==> config.mk <==
export PLATFORM = sky130hd
export DESIGN_NAME = jt12_ch_wrdec
export DESIGN_NICKNAME = d
export VERILOG_FILES = /design/src/rtl/jt12_ch_wrdec.sv
export SDC_FILE = /design/constraint.sdc
export NUM_CORES = 1
export LEC_CHECK = 0
export ABC_CLOCK_PERIOD_IN_PS = 1500
export CAP_MARGIN = 30
export CORE_MARGIN = 4
export CORE_UTILIZATION = 42
export CTS_CLUSTER_DIAMETER = 30
export DETAILED_ROUTE_END_ITERATION = 12
export PLACE_DENSITY = 0.74
export SYNTH_ARGS = -nofsm -noshare
export SYNTH_HDL_FRONTEND = slang
export SYNTH_SLANG_ARGS = --single-unit
==> constraint.sdc <==
create_clock -name clk -period 1.5 [get_ports clk]
set_input_delay 0.225 -clock clk [delete_from_list [all_inputs] [get_ports clk]]
set_output_delay 0.225 -clock clk [all_outputs]
set_load 0.01 [all_outputs]
==> src/rtl/jt12_ch_wrdec.sv <==
// CPU write decoder for the channel-level registers (0xA0-0xB6) of a YM2612-style core.
// Optional build macro JT12_BUSY_BLOCK_EN: data writes arriving while busy are dropped.
module jt12_ch_wrdec #(
    parameter int NUM_CH      = 6,
    parameter int BUSY_CYCLES = 32
) (
    input  logic       clk,
    input  logic       rst,
    input  logic       cen,
    input  logic [7:0] din,
    input  logic [1:0] addr,
    input  logic       write,
    output logic [7:0] dout,
    output logic [2:0] up_ch,
    output logic [5:0] latch_fnum,
    output logic [7:0] reg_din,
    output logic       up_fnumlo,
    output logic       up_alg,
    output logic       up_pms
);

    localparam int CW = (BUSY_CYCLES < 1) ? 1 : $clog2(BUSY_CYCLES + 1);
    localparam logic [CW-1:0] BUSY_LOAD = CW'(BUSY_CYCLES);
    localparam bit HAS_PART2 = (NUM_CH == 6);

    logic [7:0]    reg_addr;
    logic          part;
    logic [CW-1:0] busy_cnt;
    logic          busy;
    logic          addr_wr;
    logic          data_wr;
    logic          data_acc;
    logic [1:0]    ch_sel;
    logic          ch_ok;
    logic [2:0]    ch_num;
    logic          sel_fnumhi;
    logic          sel_fnumlo;
    logic          sel_alg;
    logic          sel_pms;

    assign busy    = (busy_cnt != '0);
    assign dout    = {busy, 7'd0};
    assign addr_wr = write & ~addr[0];
    assign data_wr = write & addr[0];

`ifdef JT12_BUSY_BLOCK_EN
    assign data_acc = data_wr & ~busy;
`else
    assign data_acc = data_wr;
`endif

    // Register decode works on the address latched by the previous address write.
    always_comb begin
        ch_sel     = reg_addr[1:0];
        ch_ok      = (ch_sel != 2'd3) && !(part && !HAS_PART2);
        ch_num     = part ? ({1'b0, ch_sel} + 3'd3) : {1'b0, ch_sel};
        sel_fnumhi = ch_ok && (reg_addr[7:2] == 6'h29);
        sel_fnumlo = ch_ok && (reg_addr[7:2] == 6'h28);
        sel_alg    = ch_ok && (reg_addr[7:2] == 6'h2C);
        sel_pms    = ch_ok && (reg_addr[7:2] == 6'h2D);
    end

    always_ff @(posedge clk) begin
        if (rst) begin
            reg_addr <= 8'd0;
            part     <= 1'b0;
        end else if (addr_wr) begin
            reg_addr <= din;
            part     <= addr[1];
        end
    end

    // Strobes are one clk wide; reg_din and up_ch hold until the next accepted data write.
    always_ff @(posedge clk) begin
        if (rst) begin
            reg_din    <= 8'd0;
            latch_fnum <= 6'd0;
            up_ch      <= 3'd0;
            up_fnumlo  <= 1'b0;
            up_alg     <= 1'b0;
            up_pms     <= 1'b0;
        end else begin
            up_fnumlo <= 1'b0;
            up_alg    <= 1'b0;
            up_pms    <= 1'b0;
            if (data_acc) begin
                reg_din   <= din;
                up_fnumlo <= sel_fnumlo;
                up_alg    <= sel_alg;
                up_pms    <= sel_pms;
                if (ch_ok)
                    up_ch <= ch_num;
                if (sel_fnumhi)
                    latch_fnum <= din[5:0];
            end
        end
    end

    // Reload takes priority over the cen-driven decrement.
    always_ff @(posedge clk) begin
        if (rst)
            busy_cnt <= '0;
        else if (data_acc)
            busy_cnt <= BUSY_LOAD;
        else if (cen && busy)
            busy_cnt <= busy_cnt - 1'b1;
    end

endmodule
==> reports/qor.csv <==
metric,value,unit
status,completed,
final_cells,282,
cp-start-kind,register,
place_hpwl,2340,um
critPathRequiredTime,1270,ps
yosys_warnings,0,
cp_cell_sequence,or3_4 -> nor2_4 -> inv_2 -> buf_6,
numCtsBuffers,5,
netlist_instances,179,
max_clock_freq,672,MHz
drc,0,
ys_types,34,
critical-path-top-delay-family,simple AND/OR/NAND/NOR gates,
gr-total-overflow,0,
antenna_cells,0,
dp.cells,271,
fin_area,0.00222,mm2
final-max-slew-violation-count,0,
path_buf_inv,2,
ys_top_cells_by_area,"dfxtp_1 (45%), nand2_1 (10%), a21oi_1 (6.5%)",
core-area,0.00344,mm2
final.setup_skew,5.77,ps
postPlaceCellArea,0.00203,mm2
synth_edf_count,0,
worst_setup_path_end_kind,primary output,
power.density,1120,mW/mm2
ys.flop_type,dfxtp_1,
cts_tree,yes,
avgSynthCellArea,8.60,um2
cts.path.max_buffers,2,
synth_top_area_cell,dfxtp_1,
place.gp.congestion,0.772,
ys_async_sr_fraction,0,%
grt_pass1_vias,1260,
ys_ff_latch,35,
grt_max_degree,26,
grt_antenna_before_repair,0,
die_y,68.6,um
p_leak,0.862,nW
area_delta_synth_final,44.4,%
cts_sinks,35,
routed_via_density,4.64,
track_usage,14.9,%
drt_first_pass_iters,6,
drt_iter0_drc,50,
dieArea,0.00470,mm2
ant_nets,0,
path_max_fanout,2,
power.ir.vdd_worst,829,uV
clk_latency,290,ps
path_class,register to primary output,
maxCapViolCount,0,
synth.most_common_cell,nand2_1,
holdCritPathClass,input port to register,
synth_top_area_share,45.5,%
synth_seq_area_share,45.5,%
min_period,1490,ps
vias,1309,
hold_viol_final,0,
start_util,44.7,%
period_share,99.2,%
rsz0062_at_grt,yes,
grt_pass1_wl,5260,um
rrSetupSlack,20,ps
portBuffers,34,
fin_nets,253,
rows,21,
cts_root_buffer,clkbuf_8,
drt_wl_total,3160,um
yosys-top-cells-count,"nand2_1 (43), dfxtp_1 (35), a21oi_1 (20)",
slowest_delay,400,ps
dieWidth,68.6,um
setup_viol,0,
ios,42,
cp.arrival,1260,ps
cts.clk_slew.worst_paths,70,ps
crit_path_top_delay_cell,or3_4,
htreeDepth,2,
synth.cell_area,0.00154,mm2
drive_gt1_share,19.5,%
wl_per_cell,11.2,um
[worst reg2reg max path, cell delays in order (launching register included)]
cell     delay (ps)
dfxtp_2         320
or3_4           400
buf_6           130
buf_6           120
o21a_1          190
o211a_1         220
[power by group]
part	leakage (nW)	switching (mW)	internal [mW]
sequential	0.286	0.0312	0.984
clock	0.0612	0.333	0.537
combinational	0.514	0.270	0.345
[per-stage QoR]
stage / utilization, % / TNS [ps] / setup slack, ps / power (mW) / hold WS (ps)
5_1_grt: 64.6 / -169 / -38.9 / 2.62 / 423
6_report: 64.6 / 0 / 11.5 / 2.50 / 389
3_3_place_gp: 59.1 / -1000 / -267 / 1.51 / 441
4_1_cts: 63.6 / -8.54 / -8.54 / 2.47 / 458
3_5_place_dp: 59.1 / -1160 / -304 / 1.52 / 446
2_1_floorplan: - / 0 / 5.61 / 1.32 / 353
[timing repair]
action                     4_1_cts  5_1_grt
gates resized for setup         12        7
cloned                           0        0
hold buffers                     0        0
pin swaps                        4        4
setup endpoints to repair        2        9
setup buffers                    2        1
[logic make-up after synthesis]
group / after synthesis / share of synthesized area [%]
adders and majority gates: 4 / 3.25
AOI/OAI and AO/OA: 33 / 13.1
buffers and inverters: 23 / 7.80
xor gates and xnor gates: 1 / 0.569
other: 1 / 0.243
and+or+nand+nor: 75 / 25.0
DFF: 35 / 45.5
muxes: 7 / 4.55
[worst paths after layout]
kind / startpoint / end / cells after the start
max: busy_cnt[4] / dout[7] / 4
min: cen / busy_cnt[2] / 4
max reg2reg: busy_cnt[4] / busy_cnt[1] / 5
min reg2reg: up_ch[1] / up_ch[1] / 2
[cell usage in the layout, fill, tap and decap left out, types with 2 or more instances in the layout]
master           synthesis  routed
dfxtp_2                  0       3
nand2b_1                15      14
clkdlybuf4s50_1          0      32
dfxtp_1                 35      32
clkbuf_8                 0       6
or4_1                    2       2
nor2_1                   4       3
inv_1                    7       6
buf_6                    0       3
nand3b_1                 2       2
o211ai_1                 3       3
o21a_1                   2       2
buf_4                    8      23
a21oi_1                 20      20
conb_1                   1       7
nand2_1                 43      43
ha_1                     4       2
mux2i_1                  7       7
[state kept, by name (all words and copies together) (netlist names)]
| name | count |
|---|---|
| latch_fnum | 6 |
| up_fnumlo | 1 |
| up_ch | 3 |
| reg_addr | 8 |
| reg_din | 8 |
| part | 1 |
| busy_cnt | 6 |
| up_pms | 1 |
| up_alg | 1 |
[routing by layer]
metal  vias to the layer above  part of all wire [%]  GRT usage [%]
met5                         -                     0              0
met4                         0                  0.73           4.96
met3                         2                   4.8           3.89
met2                        28                    47           25.9
met1                       586                    47           17.6
li1                        693                     -              -
[area by class of cell]
class	instances	area, um2
repair buffers	59	539
clock buffers	6	82.6
flip-flops and latches	35	704
fillers	312	1220
multi-input cells	127	779
well taps	46	57.6
inverters	7	26.3
clock inverters	2	35.0
Power figures use the tool's default switching activity.
